$ cat src/rtl/score_display_ctrl.sv
// Score display sequencer: BCD live/high score counters, game-over flash and
// new-record hold, with registered digit/blank outputs for the 7-segment decoder.
module score_display_ctrl #(
    parameter int CLKS_PER_BLINK = 12_500_000,
    parameter int BLINK_COUNT    = 3,
    parameter int HIGH_SHOW_CLKS = 50_000_000
) (
    input  logic       i_Clk,
    input  logic       i_Rst_L,
    input  logic       i_Score_Inc,
    input  logic       i_Game_Over,
    input  logic       i_Show_High,
    output logic [3:0] o_Tens,
    output logic [3:0] o_Units,
    output logic       o_Blank,
    output logic [6:0] o_Score,
    output logic [6:0] o_High_Score,
    output logic       o_Busy
);

    localparam int MAX_CLKS = (CLKS_PER_BLINK > HIGH_SHOW_CLKS) ? CLKS_PER_BLINK : HIGH_SHOW_CLKS;
    localparam int TMR_W    = $clog2(MAX_CLKS);
    localparam int HALVES   = 2 * BLINK_COUNT;
    localparam int BLK_W    = $clog2(HALVES);

    localparam logic [TMR_W-1:0] BLINK_LAST = TMR_W'(CLKS_PER_BLINK - 1);
    localparam logic [TMR_W-1:0] SHOW_LAST  = TMR_W'(HIGH_SHOW_CLKS - 1);
    localparam logic [BLK_W-1:0] HALF_LAST  = BLK_W'(HALVES - 1);

    typedef enum logic [1:0] {
        ST_RUN,
        ST_FLASH,
        ST_SHOW_HIGH
    } state_t;

    state_t           r_state, w_state_next;
    logic [7:0]       r_live, w_live_next;
    logic [7:0]       r_high, w_high_next;
    logic [7:0]       r_frz, w_frz_next;
    logic             r_rec, w_rec_next;
    logic [TMR_W-1:0] r_timer, w_timer_next;
    logic [BLK_W-1:0] r_blink, w_blink_next;
    logic             r_show;
    logic [7:0]       w_live_inc;
    logic [7:0]       w_disp;

    // Saturating BCD increment on a {tens, units} pair; 99 stays 99.
    function automatic logic [7:0] bcd_inc(input logic [7:0] v);
        logic [7:0] r;
        r = v;
        if (v == 8'h99)
            r = v;
        else if (v[3:0] == 4'd9)
            r = {v[7:4] + 4'd1, 4'd0};
        else
            r = {v[7:4], v[3:0] + 4'd1};
        return r;
    endfunction

    function automatic logic [6:0] bcd_to_bin(input logic [7:0] v);
        return ({3'b000, v[7:4]} * 7'd10) + {3'b000, v[3:0]};
    endfunction

    assign w_live_inc = i_Score_Inc ? bcd_inc(r_live) : r_live;

    always_ff @(posedge i_Clk or negedge i_Rst_L) begin
        if (!i_Rst_L) begin
            r_state <= ST_RUN;
            r_live  <= 8'h00;
            r_high  <= 8'h00;
            r_frz   <= 8'h00;
            r_rec   <= 1'b0;
            r_timer <= '0;
            r_blink <= '0;
            r_show  <= 1'b0;
        end else begin
            r_state <= w_state_next;
            r_live  <= w_live_next;
            r_high  <= w_high_next;
            r_frz   <= w_frz_next;
            r_rec   <= w_rec_next;
            r_timer <= w_timer_next;
            r_blink <= w_blink_next;
            r_show  <= i_Show_High;
        end
    end

    always_comb begin
        w_state_next = r_state;
        w_live_next  = w_live_inc;
        w_high_next  = r_high;
        w_frz_next   = r_frz;
        w_rec_next   = r_rec;
        w_timer_next = r_timer;
        w_blink_next = r_blink;
        case (r_state)
            ST_RUN: begin
                // BCD pairs compare lexicographically as plain 8-bit values.
                if (i_Game_Over) begin
                    w_frz_next = w_live_inc;
                    if (w_live_inc > r_high) begin
                        w_high_next = w_live_inc;
                        w_rec_next  = 1'b1;
                    end
                    w_live_next  = 8'h00;
                    w_timer_next = '0;
                    w_blink_next = '0;
                    w_state_next = ST_FLASH;
                end
            end
            ST_FLASH: begin
                if (r_timer == BLINK_LAST) begin
                    w_timer_next = '0;
                    if (r_blink == HALF_LAST)
                        w_state_next = r_rec ? ST_SHOW_HIGH : ST_RUN;
                    else
                        w_blink_next = r_blink + 1'b1;
                end else begin
                    w_timer_next = r_timer + 1'b1;
                end
            end
            ST_SHOW_HIGH: begin
                if (r_timer == SHOW_LAST) begin
                    w_timer_next = '0;
                    w_rec_next   = 1'b0;
                    w_state_next = ST_RUN;
                end else begin
                    w_timer_next = r_timer + 1'b1;
                end
            end
            default: w_state_next = ST_RUN;
        endcase
    end

    always_comb begin
        w_disp = r_live;
        case (r_state)
            ST_RUN:       w_disp = r_show ? r_high : r_live;
            ST_FLASH:     w_disp = r_frz;
            ST_SHOW_HIGH: w_disp = r_high;
            default:      w_disp = r_live;
        endcase
    end

    // Output register stage: every output reflects the state one edge earlier.
    always_ff @(posedge i_Clk or negedge i_Rst_L) begin
        if (!i_Rst_L) begin
            o_Tens       <= 4'd0;
            o_Units      <= 4'd0;
            o_Blank      <= 1'b0;
            o_Score      <= 7'd0;
            o_High_Score <= 7'd0;
            o_Busy       <= 1'b0;
        end else begin
            o_Tens       <= w_disp[7:4];
            o_Units      <= w_disp[3:0];
            o_Blank      <= (r_state == ST_FLASH) && !r_blink[0];
            o_Score      <= bcd_to_bin(r_live);
            o_High_Score <= bcd_to_bin(r_high);
            o_Busy       <= (r_state != ST_RUN);
        end
    end

endmodule

$ cat config.mk
export PLATFORM = sky130hd
export DESIGN_NAME = score_display_ctrl
export DESIGN_NICKNAME = d
export VERILOG_FILES = /design/src/rtl/score_display_ctrl.sv
export SDC_FILE = /design/constraint.sdc
export NUM_CORES = 1
export LEC_CHECK = 0
export CAP_MARGIN = 20
export CORE_UTILIZATION = 50
export CTS_CLUSTER_SIZE = 14
export DETAILED_ROUTE_END_ITERATION = 8
export GPL_ROUTABILITY_DRIVEN = 0
export PLACE_DENSITY_LB_ADDON = 0.05
export SLEW_MARGIN = 30
export SYNTH_ARGS = -nofsm -noshare
export SYNTH_HDL_FRONTEND = slang
export SYNTH_SLANG_ARGS = --single-unit
export TNS_END_PERCENT = 10
$ cat constraint.sdc
create_clock -name i_Clk -period 3.04 [get_ports i_Clk]
set_input_delay 0.912 -clock i_Clk [delete_from_list [all_inputs] [get_ports i_Clk]]
set_output_delay 0.912 -clock i_Clk [all_outputs]
set_load 0.02 [all_outputs]
# ---- After elaboration in Yosys (flattened, before gate mapping)
# Cells that the tools add are included.
dict set report totals {
  regBits 81
  inputBits 5
  elab_cells 74
}
dict set report op_classes {
  n_reduce_logical 13
  n_lt_le_gt_ge 1
  addsub 6
  eq_ne 13
  mux 25
  n_mul 2
}
# operator n
set op_table {}
lappend op_table {{two-way mux 26 bit} 3}
lappend op_table {{case mux 26 bit (3 select lines)} 1}
lappend op_table {{two-way mux 8 bit} 6}
lappend op_table {{adder 26 x 1 -> 26 bit, second input constant} 1}
lappend op_table {{equality test 26 x 24 -> 1 bit, second input constant} 1}
lappend op_table {{equality test 26 bit, second input constant} 1}
lappend op_table {{case mux 8 bit (3 select lines)} 1}
lappend op_table {{adder 7 x 4 -> 7 bit} 2}
lappend op_table {{multiplier 4 x 3 -> 6 bit, second input constant} 2}
lappend op_table {{!= test 2 bit, second input constant} 6}
lappend op_table {{AND reduction 4 bit} 3}
lappend op_table {{two-way mux 2 bit} 5}
lappend op_table {{two-way mux 3 bit} 3}
lappend op_table {{adder 4 x 1 -> 4 bit, second input constant} 2}
lappend op_table {{equality test 8 bit, second input constant} 1}
lappend op_table {{> comparator 8 bit} 1}
lappend op_table {{case mux 2 bit (3 select lines)} 1}
lappend op_table {{case mux 3 bit (2 select lines)} 1}
lappend op_table {{nonzero test 2 bit} 3}
lappend op_table {{equality test 4 bit, second input constant} 1}
lappend op_table {{AND reduction 2 bit} 2}
lappend op_table {{adder 3 x 1 -> 3 bit, second input constant} 1}
lappend op_table {{equality test 3 bit, second input constant} 1}
lappend op_table {{two-way mux 1 bit} 3}
lappend op_table {{other kinds (8)} 8}

# ---- Depth between registers and ports, before layout
# Gate-level depths: netlist (run 1).
dict set report depth {
  depth_word 8
  mapped_depth 15
}

# ---- Worst setup path after synthesis (run 1)
# Ideal clock, no wire load.
dict set report synth_timing {
  path_kind {in2reg}
  from {input i_Score_Inc}
  to {register r_high[6]}
  path_stages 10
  path_buffers 1
  arrival_ns 2.712
  path_slack_ns 0.250
  cell_sequence {and3_1 > mux2_2 > inv_1 > ha_1 > a21oi_1 > o21ai_0 > o21ai_1 > clkbuf_1 > nor2_1 > a21oi_1}
}
dict set report synth_via {
  elab_chain_len 3
}
# element line_no
set synth_lines {}
lappend synth_lines {{start, declared} 10} ;# input logic i_Score_Inc,
lappend synth_lines {{two-way mux 8 bit} 64} ;# assign w_live_inc = i_Score_Inc ? bcd_inc(r_live) : r_live;
lappend synth_lines {{via w_live_inc[5]} 44} ;# logic [7:0] w_live_inc;
lappend synth_lines {{> comparator 8 bit} 101} ;# if (w_live_inc > r_high) begin
lappend synth_lines {{AND reduction 3 bit (no line)} -}
lappend synth_lines {{end signal, assigned} 79} ;# r_high <= w_high_next;
lappend synth_lines {{end, declared} 38} ;# logic [7:0] r_high, w_high_next;
# The timed path passes the listed nets, and every way through them passes these cells.
# A chain may end at the register's enable or synchronous reset.

# ---- Worst setup path in the final report (run 1)
dict set report layout_timing {
  from {register r_live[2]}
  to {register r_rec}
}
dict set report layout_via {
  elab_chain_len 7
  word_cells_on_any_way 9
  cone_classes {1 x add/sub; 1 x order compare; 3 x eq/ne; 3 x mux; 1 x reduce/logical}
}
# element line_no
set layout_lines {}
lappend layout_lines {{start, declared} 37} ;# logic [7:0] r_live, w_live_next;
lappend layout_lines {{start signal, assigned} 78} ;# r_live <= w_live_next;
lappend layout_lines {{equality test 4 bit} 53} ;# else if (v[3:0] == 4'd9)
lappend layout_lines {{two-way mux 8 bit} 53}
lappend layout_lines {{two-way mux 8 bit *} 51} ;# if (v == 8'h99)
lappend layout_lines {{two-way mux 8 bit *} 64}
lappend layout_lines {{via w_live_inc[4]} 44}
lappend layout_lines {{> comparator 8 bit *} 101}
lappend layout_lines {{!= test 2 bit (no line) *} -}
lappend layout_lines {{AND reduction 4 bit (no line) *} -}
lappend layout_lines {{end signal, assigned} 81} ;# r_rec <= w_rec_next;
lappend layout_lines {{end, declared} 40} ;# logic r_rec, w_rec_next;
# Mark *: on every way through the listed nets, which the timed path passes. The rest lies on a longest branch.

==> flow_metrics.env, run 1 <==
export IMPL_synth_edf_count=0
export IMPL_synth_top_flop_cell="dfrtp_1"
export IMPL_die_area_um2=8998
export IMPL_synthDistinctLibCells=49
export IMPL_clock_fmax_ghz=0.3465
export IMPL_critical_path_required_ps=3260
export IMPL_clk_pin_slew_worst_paths_ps=80
export IMPL_clockBufferDepth=2
export IMPL_worst_setup_path_start_kind="register"
export IMPL_critPathKind="register to register"
export IMPL_hpwl_um=6814
export IMPL_nFillCells=742
export IMPL_initial_core_util=0.5195
export IMPL_rsz0062_at_grt="false"
export IMPL_fin_crit_ps=2886
export IMPL_async_flop_share=1.000
export IMPL_num_nets_final=537
export IMPL_routed_via_density=5.352
export IMPL_synthAdderAreaFrac=0.1085
export IMPL_wl_met2_um=4450
export IMPL_grt_pass1_wl_um=15870
export IMPL_yosys_area_share_simple=0.1886
export IMPL_syn_to_final_growth_pct=16.37
export IMPL_chipHeight_um=94.86
export IMPL_numPortBuffers=28
export IMPL_synth_top_family_by_area="simple AND/OR/NAND/NOR gates"
export IMPL_synth_nets=480
export IMPL_r2r_worst_path_cells=11
export IMPL_cts_setup_buffers=0
export IMPL_critical_path_top_delay_family="compound AO/OA/AOI/OAI gates"
export IMPL_cts_root_buffer="clkbuf_8"
export IMPL_synth_compound_area_share=0.1082
export IMPL_yosysSeqAreaShare=0.4701
export IMPL_h_tree_depth=3
export IMPL_r2r_start="r_live[2]$_DFF_PN0_"
export IMPL_wl_met1_um=4382
export IMPL_syn_avg_cell_area_um2=9.799
export IMPL_end_kind="register"
export IMPL_dr_pass1_iters=4
export IMPL_clkLatencyLatePin_ps=340
export IMPL_cap_viol_max_count=0
export IMPL_regToRegEndpoint="r_rec$_DFFE_PN0P_"
export IMPL_peakVddDrop_mv=0.3474
export IMPL_wl_met3_um=263
export IMPL_holdWs_ps=463.7
export IMPL_whs_endpoint="o_High_Score[0]$_DFF_PN0_"
export IMPL_finalHoldViolCount=0
export IMPL_cts_buffers=9
export IMPL_r2r_slack_ps=150
export IMPL_grt_max_degree=49
export IMPL_critPathMaxFanout=8
export IMPL_synth_area_mux_share=0.01451
export IMPL_power_density_nw_per_um2=602.7
export IMPL_max_stage_delay_ps=540
export IMPL_synth_warnings=0
export IMPL_slew_viol_final=0
export IMPL_routed_top_layer="met4"
export IMPL_power_mw=3.024
export IMPL_hold_depth=0
export IMPL_min_from="r_high[0]$_DFFE_PN0P_"
export IMPL_routedWlPerCell_um=15.27
export IMPL_cp_slowest_cell="dfrtp_1"
export IMPL_fin_crit_sh=0.9494
export IMPL_cts_sinks=81
export IMPL_cp_num_buf_inv=2
export IMPL_core_um2=8299
export IMPL_hp_class="register to register"
export IMPL_antenna_found_initial=0
export IMPL_wirelength_um=9237
export IMPL_drc=0
export IMPL_synth_xor_area_frac=0.06703
export IMPL_setup_viol_count_final=0
export IMPL_final_antenna_net_count=0
export IMPL_rows=33
export IMPL_vias=3238
export IMPL_cts_tree="yes"
export IMPL_drive_above_1_share=0.1020
export IMPL_outcome="finished, final reports clean"
export IMPL_first_iter_violations=108
export IMPL_die_x_um=94.86
export IMPL_critical_path_cell_chain="inv_1, and3_1, and3_1, xnor2_1, inv_1, ha_1, nand4_1, a21oi_1, o221ai_1, a2111oi_0, o21ai_0"
export IMPL_grt_use_total=0.2306
export IMPL_finalClockSkew_ps=9.604
export IMPL_num_antenna_cells=0
export IMPL_synth_cells=440
export IMPL_ioPinCount=29
export IMPL_grt_overflow=0
export IMPL_synth_seq_cells=81
export IMPL_syn_area_um2=4312
export IMPL_p_leak_nw=2.391
export IMPL_tightest_slew_ps=732.2
export IMPL_relSlewSlack=0.5086
export IMPL_grt_pass1_vias=3236
export IMPL_arrival_ps=3100
## cell families (layout without fill, tap and decap cells)
logic type,Yosys count,count (layout)
and+or+nand+nor,167,167
DFF,81,81
AOI/OAI and AO/OA,76,76
buffers and inverters,42,102
adders and majority gates,35,35
xor gates and xnor gates,33,33
muxes,6,6
## worst max path at each step
stage	startpoint	to	slack (ps)	cells past startpoint
2_1_floorplan	i_Score_Inc	r_high[6]$_DFFE_PN0P_	250	10
3_3_place_gp	i_Score_Inc	r_rec$_DFFE_PN0P_	-370	13
3_5_place_dp	i_Score_Inc	r_rec$_DFFE_PN0P_	-530	11
4_1_cts	i_Score_Inc	r_rec$_DFFE_PN0P_	90	11
5_1_grt	r_live[2]$_DFF_PN0_	r_rec$_DFFE_PN0P_	30	11
6_report	r_live[2]$_DFF_PN0_	r_rec$_DFFE_PN0P_	150	11
## cell type report
type	count	area [um^2]	area share
clock inverters	1	5.005	0.0009975
inverters	32	120.1	0.02394
clock buffers	13	138.9	0.02768
flip-flops and latches	81	2027	0.4040
repair buffers	56	495.5	0.09875
multi-input cells	317	2100	0.4185
well taps	105	131.4	0.02618
## power by group
group | internal [mW] | total (mW) | switching (mW)
combinational | 0.434 | 1.04 | 0.602
sequential | 1.25 | 1.33 | 0.0868
clock | 0.289 | 0.654 | 0.365
total | 1.97 | 3.02 | 1.05
## worst register-to-register path, cell delays in order (launching register included)
cell and delay [ps]:
dfrtp_1 540, inv_1 130, and3_1 200, and3_1 220, xnor2_1 230, inv_1 120
ha_1 290, nand4_1 110, a21oi_1 220, o221ai_1 180, a2111oi_0 410, o21ai_0 120
## stage by stage
stage / util / setup WS, ps / cell area (um^2) / TNS, ps / instances
2_1_floorplan: - / 250.1 / 4312 / 0 / 440
3_3_place_gp: 0.5878 / -371.4 / 4878 / -2869 / 591
3_5_place_dp: 0.5878 / -532.7 / 4878 / -4107 / 591
4_1_cts: 0.6050 / 89.89 / 5021 / 0 / 605
5_1_grt: 0.6046 / 26.39 / 5017 / 0 / 605
6_report: 0.6046 / 153.9 / 5017 / 0 / 605
## synthesized netlist by cell type, types with 3 or more instances
| library cell | n | area (um^2) |
|---|---|---|
| nor2b_1 | 6 | 37.54 |
| nand4_1 | 8 | 50.05 |
| o21ai_0 | 19 | 95.09 |
| a21oi_1 | 28 | 140.1 |
| ha_1 | 31 | 387.9 |
| clkbuf_1 | 6 | 22.52 |
| inv_1 | 32 | 120.1 |
| and3_1 | 10 | 62.56 |
| nand2_1 | 42 | 157.7 |
| a22oi_1 | 9 | 67.56 |
| nand3_1 | 20 | 100.1 |
| nand3b_1 | 3 | 22.52 |
| xnor2_1 | 20 | 175.2 |
| a21o_1 | 4 | 30.03 |
| nor2_1 | 55 | 206.5 |
| nor3_1 | 8 | 40.04 |
| mux2i_1 | 4 | 40.04 |
| fa_1 | 4 | 80.08 |
| dfrtp_1 | 81 | 2027 |
| xor2_1 | 13 | 113.9 |
## flip-flops by register name (all words and copies together) (netlist names)
name          count
r_frz             8
r_high            8
o_Units           4
r_blink           3
o_High_Score      7
r_live            8
r_rec             1
o_Blank           1
o_Tens            4
o_Busy            1
o_Score           7
r_timer          26
r_show            1
r_state           2
## per-layer routing
layer	vias up	track usage
met5	-	0
met3	16	0.05233
met1	1557	0.3025
met2	56	0.3783
li1	1609	-
met4	0	0.07197
## placed cells by master (no fill, tap or decap), types with 2 or more instances in the layout
cell type and count:
dfrtp_1 81, xnor2_1 20, o21ai_1 2, nor3_1 8, clkbuf_1 4, clkbuf_8 9
nor2_1 55, nand3_1 20, fa_1 4, a22oi_1 9, and3_1 10, mux2_2 2
nand4_1 8, o21ai_0 19, o221ai_1 2, nand3b_1 3, nand2b_1 2, and2_1 2
buf_4 28, nor2b_1 6, a21o_1 4, inv_1 32, xor2_1 13, ha_1 31
mux2i_1 4, clkdlybuf4s50_1 26, a21oi_1 28, nand2_1 42, o21a_1 2
## repair_timing
| action | 4_1_cts | 5_1_grt |
|---|---|---|
| gates resized for setup | 1 | 2 |
| endpoints found under the setup margin | 9 | 9 |
| hold buffers | 0 | 0 |
No activity file was read; power rests on OpenSTA's default activity.
==> run 2, diff against run 1 <==
--- a/config.mk
+++ b/config.mk
@@ -5,6 +5,7 @@
 export SDC_FILE = /design/constraint.sdc
 export NUM_CORES = 1
 export LEC_CHECK = 0
+export ABC_CLOCK_PERIOD_IN_PS = 3040
 export CAP_MARGIN = 20
 export CORE_UTILIZATION = 50
 export CTS_CLUSTER_SIZE = 14
==> results of run 2 <==
No change in the layout: final DEF, timing and power equal those of run 1.
